`src/rtl/rotate_pkg.sv`:
```
// Shared types and Q10 constants for the inverse fixed-angle rotator.
// Also holds the shift-and-saturate helper that every rotation step uses.
package rotate_pkg;

  localparam int FRAC    = 10;
  localparam int SIN_Q10 = 89;
  localparam int COS_Q10 = 1020;

  typedef logic signed [9:0]  coord_t;
  typedef logic signed [20:0] acc_t;

  typedef enum logic [1:0] {
    IDLE = 2'd0,
    ROT  = 2'd1,
    DONE = 2'd2
  } rot_state_e;

  // Floor-shift a Q10 product back to integer coordinates and clamp to 10-bit range.
  function automatic coord_t shift_sat(input acc_t v);
    acc_t sh;
    sh = v >>> FRAC;
    if (sh > 21'sd511) begin
      shift_sat = 10'sd511;
    end else if (sh < -21'sd512) begin
      shift_sat = 10'sh200;
    end else begin
      shift_sat = sh[9:0];
    end
  endfunction

endpackage

```
`src/rtl/rotate_inv_step.sv`:
```
// One combinational inverse-rotation step: (x,y) -> (x*COS - y*SIN, y*COS + x*SIN) >>> 10,
// saturated to the signed 10-bit coordinate range.
module rotate_inv_step
  import rotate_pkg::*;
#(
  parameter int SIN = SIN_Q10,
  parameter int COS = COS_Q10
) (
  input  coord_t i_x,
  input  coord_t i_y,
  output coord_t o_nx,
  output coord_t o_ny
);

  localparam acc_t SIN_A = acc_t'(SIN);
  localparam acc_t COS_A = acc_t'(COS);

  acc_t w_x;
  acc_t w_y;
  acc_t w_px;
  acc_t w_py;

  // 21 bits hold |512*1020 + 512*89| without overflow.
  always_comb begin
    w_x  = acc_t'(i_x);
    w_y  = acc_t'(i_y);
    w_px = (w_x * COS_A) - (w_y * SIN_A);
    w_py = (w_y * COS_A) + (w_x * SIN_A);
    o_nx = shift_sat(w_px);
    o_ny = shift_sat(w_py);
  end

endmodule

```
`src/rtl/rotate_inv_seq.sv`:
```
// Sequential inverse rotator: applies steps_i inverse rotation steps, one per clock,
// between a valid/ready request port and a valid/ready result port.
module rotate_inv_seq
  import rotate_pkg::*;
#(
  parameter int SIN     = SIN_Q10,
  parameter int COS     = COS_Q10,
  parameter int STEPS_W = 4
) (
  input  logic               clk,
  input  logic               rst_n,
  input  logic               in_valid,
  output logic               in_ready,
  input  coord_t             x_i,
  input  coord_t             y_i,
  input  logic [STEPS_W-1:0] steps_i,
  output logic               out_valid,
  input  logic               out_ready,
  output coord_t             x_o,
  output coord_t             y_o,
  output logic               busy
);

  rot_state_e         r_state;
  coord_t             r_x;
  coord_t             r_y;
  logic [STEPS_W-1:0] r_cnt;
  logic               r_in_ready;
  logic               r_out_valid;
  logic               r_busy;

  coord_t w_nx;
  coord_t w_ny;

  rotate_inv_step #(
    .SIN (SIN),
    .COS (COS)
  ) u_step (
    .i_x  (r_x),
    .i_y  (r_y),
    .o_nx (w_nx),
    .o_ny (w_ny)
  );

  // Control FSM with registered handshake flags; x/y registers double as the result.
  always_ff @(posedge clk or negedge rst_n) begin
    if (!rst_n) begin
      r_state     <= IDLE;
      r_x         <= 10'sd0;
      r_y         <= 10'sd0;
      r_cnt       <= {STEPS_W{1'b0}};
      r_in_ready  <= 1'b1;
      r_out_valid <= 1'b0;
      r_busy      <= 1'b0;
    end else begin
      case (r_state)
        IDLE: begin
          if (in_valid && r_in_ready) begin
            r_x        <= x_i;
            r_y        <= y_i;
            r_cnt      <= steps_i;
            r_in_ready <= 1'b0;
            r_busy     <= 1'b1;
            if (steps_i != {STEPS_W{1'b0}}) begin
              r_state <= ROT;
            end else begin
              r_state     <= DONE;
              r_out_valid <= 1'b1;
            end
          end
        end
        ROT: begin
          r_x   <= w_nx;
          r_y   <= w_ny;
          r_cnt <= r_cnt - STEPS_W'(1);
          // The last step lands on the same edge that raises out_valid.
          if (r_cnt == STEPS_W'(1)) begin
            r_state     <= DONE;
            r_out_valid <= 1'b1;
          end
        end
        DONE: begin
          if (out_ready) begin
            r_state     <= IDLE;
            r_out_valid <= 1'b0;
            r_busy      <= 1'b0;
            r_in_ready  <= 1'b1;
          end
        end
        default: begin
          r_state     <= IDLE;
          r_cnt       <= {STEPS_W{1'b0}};
          r_out_valid <= 1'b0;
          r_busy      <= 1'b0;
          r_in_ready  <= 1'b1;
        end
      endcase
    end
  end

  assign in_ready  = r_in_ready;
  assign out_valid = r_out_valid;
  assign busy      = r_busy;
  assign x_o       = r_x;
  assign y_o       = r_y;

endmodule

```
`config.mk`:
```
export PLATFORM = sky130hd
export DESIGN_NAME = rotate_inv_seq
export DESIGN_NICKNAME = d
export VERILOG_FILES = /design/src/rtl/rotate_pkg.sv /design/src/rtl/rotate_inv_step.sv /design/src/rtl/rotate_inv_seq.sv
export SDC_FILE = /design/constraint.sdc
export NUM_CORES = 1
export LEC_CHECK = 0
export BUFFER_PORTS_ARGS = -buffer_cell sky130_fd_sc_hd__buf_2
export CELL_PAD_IN_SITES_DETAIL_PLACEMENT = 0
export CELL_PAD_IN_SITES_GLOBAL_PLACEMENT = 1
export CORE_MARGIN = 5
export CORE_UTILIZATION = 54
export CTS_CLUSTER_DIAMETER = 100
export CTS_CLUSTER_SIZE = 14
export DETAILED_ROUTE_END_ITERATION = 6
export PLACE_DENSITY_LB_ADDON = 0.08
export SYNTH_ARGS = -nofsm -noshare
export SYNTH_HDL_FRONTEND = slang
export SYNTH_SLANG_ARGS = --single-unit
```
`constraint.sdc`:
```
create_clock -name clk -period 15.1 [get_ports clk]
set_input_delay 2.265 -clock clk [delete_from_list [all_inputs] [get_ports clk]]
set_output_delay 2.265 -clock clk [all_outputs]
set_load 0.05 [all_outputs]
```
==> reports/results.ini <==
[synth]
synthCells=1138
yosys.cell_types.count=65
synth_area_leader_cell=fa_1
synth_nets=1498
synthArstFlopShare_pct=100.0
synth_commonest_cells=323 x inv_1, 190 x ha_1, 142 x fa_1, 53 x xnor2_1, 42 x a21oi_1
synth_top_area_share_pct=27.99
synth_edf_count=0
avgSynthCellArea_sq_um=8.926
synth_area_sq_mm=0.01016
synth-seq-cells=29
yosysSeqAreaShare_pct=7.157
ys_top_cells_by_area=fa_1 28%, ha_1 23%, inv_1 12%
yosysWarningCount=0
synthFlopType=dfrtp_1
synth_most_common_cell=inv_1

[setup_path]
rrSetupSlack_ns=6.40
start_kind=flip-flop
worstPathRequired_ns=15.23
r2r-end=y_o[7]
critPathBufInv=8
reg2reg_depth=32
cp_top_family=adder cells
critPathMaxFanout=11
crit_top_cell=inv_1
cp_slowest_cell=fa_1
slowest_delay_ns=0.60
setup.worst_path.class=flip-flop to flip-flop
reg2reg_from=y_o[7]
endpoint_kind=flip-flop
crit_start=y_o[7]
arrival_ns=8.83

[timing]
period_minus_slack_ns=8.698
tightest_slew_ns=0.7878
max_freq_mhz=115.0
clock_skew_ns=0.005941
setup_viol=0
finalWorstSetupSlack_ns=6.402
finalMaxSlewViolations=0
post-route-period-util_pct=57.60
hold_viol_final=0
relSlewSlack_pct=47.29
tns_ns=0
grt_setup_unrepaired=no

[clocking]
cts_made_buffers=5
hold_buffers=0
cts_setup_buffers=0
cts_resized=0
path_clk_slew_ns=0.06
clk-insertion-delay-late_ns=0.28
cts_tree=yes
clkSinkCount=29
cts_buffer_depth=2
htree_levels=2
cts_root_buffer=clkbuf_16

[floorplanning]
dieArea_sq_mm=0.02165
row_count=50
start_util_pct=54.48
core_sq_mm=0.01864
die_y_microns=147.2
die_x_microns=147.2
ioPinCount=51

[cells_and_area]
num_antenna_cells=0
area_growth_pct=6.726
drive_gt1_share_pct=7.161
nets=1546
fillers=1780

[global_route]
grt_pass1_wl_microns=39810
grt_pass1_vias=7667
grt_overflow=0
grt_max_degree=31
grt_util_all_layers_pct=22.92
antenna_found_initial=0

[hold_path]
hold_start=out_valid
hold_depth=1
min_to=out_valid
min_path_type=flip-flop to flip-flop

[placed_design]
pre_cts_ws_ns=6.436
io_buffers=50
dp_hpwl_microns=20530
gp_congestion=0.8177

[drt]
routedWlPerCell_microns=16.64
vias_per_cell=5.321
num_vias=7561
ant_nets=0
drt_iter0_drc=352
firstDrtPassIters=5
route.detailed.drc=0
drt-total-wl_microns=23650

[status]
status=complete, no violations

[job]
drv_cap=0

[sequential cells by signal, summed over array words and instances, names as in the netlist]
name	count
y_o	10
r_state	2
x_o	10
out_valid	1
r_cnt	4
in_ready	1
busy	1
[cells in the final DEF, fill, tap and decap left out, types with 3 or more instances in the layout]
cell type,Yosys,layout
a211oi_1,8,8
a21o_1,17,17
a21oi_1,42,42
a221oi_1,7,7
a31oi_1,5,5
and2_1,5,5
and3_1,6,6
buf_2,0,50
buf_4,0,4
clkbuf_16,0,5
dfrtp_1,28,27
fa_1,142,142
ha_1,190,190
inv_1,323,323
mux2i_1,8,8
nand2_1,24,24
nand2b_1,15,15
nand3_1,11,11
nor2_1,39,39
nor2b_1,6,6
nor3_1,18,18
o211ai_1,4,4
o21a_1,12,12
o21ai_0,41,41
o21bai_1,7,7
o221ai_1,10,10
o22ai_1,16,16
or2_2,9,9
or3_1,13,13
or4_1,3,3
xnor2_1,53,53
xor2_1,20,20
[layer usage]
metal	track usage, %	share of wire [%]	vias to the layer above	wire (microns)
met5	0	0	-	0
met4	3.728	1.2	0	272
met3	2.529	4.2	20	1000
met2	37.00	46	165	10870
met1	33.98	49	3624	11500
li1	-	-	3752	-
[area by class of cell]
cell class / instances / area, sq um / share of cell area [%]
Tap cell: 234 / 292.8 / 2.701
Clock buffer: 7 / 152.6 / 1.408
Sequential cell: 29 / 728.2 / 6.717
Clock inverter: 1 / 5.005 / 0.04617
Timing Repair Buffer: 54 / 280.3 / 2.585
Multi-Input combinational cell: 773 / 8169 / 75.36
Inverter: 323 / 1212 / 11.18
[metrics by stage]
step                      instance area [sq um]  utilization, %  hold slack [ns]  instances
after CTS                                 10840           58.15           0.4996       1421
after global routing                      10840           58.15           0.5230       1421
after detailed placement                  10680           57.30           0.4859       1413
after floorplan                           10160               -           0.4651       1138
final                                     10840           58.15           0.4977       1421
after global placement                    10680           57.30           0.4797       1413
[how the worst max path moves through the flow]
| stage | to | slack, ns | cells past startpoint |
|---|---|---|---|
| floorplan | y_o[2] | 6.68 | 32 |
| global placement | y_o[3] | 6.53 | 32 |
| detailed placement | y_o[7] | 6.44 | 32 |
| CTS | y_o[7] | 6.39 | 32 |
| global route | y_o[7] | 5.78 | 32 |
| finish | y_o[7] | 6.40 | 32 |
[cell families after synthesis]
family / count (synthesis) / synth area share (%)
simple gates: 161 / 8.266
mux: 10 / 1.010
fa+ha+maj: 332 / 51.39
xor+xnor: 76 / 6.984
flops: 29 / 7.157
buf+inv: 336 / 12.42
compound gates: 194 / 12.77
Power is not shown: default switching activity piles up to over one toggle a cycle in this logic, so the estimate is an artifact.
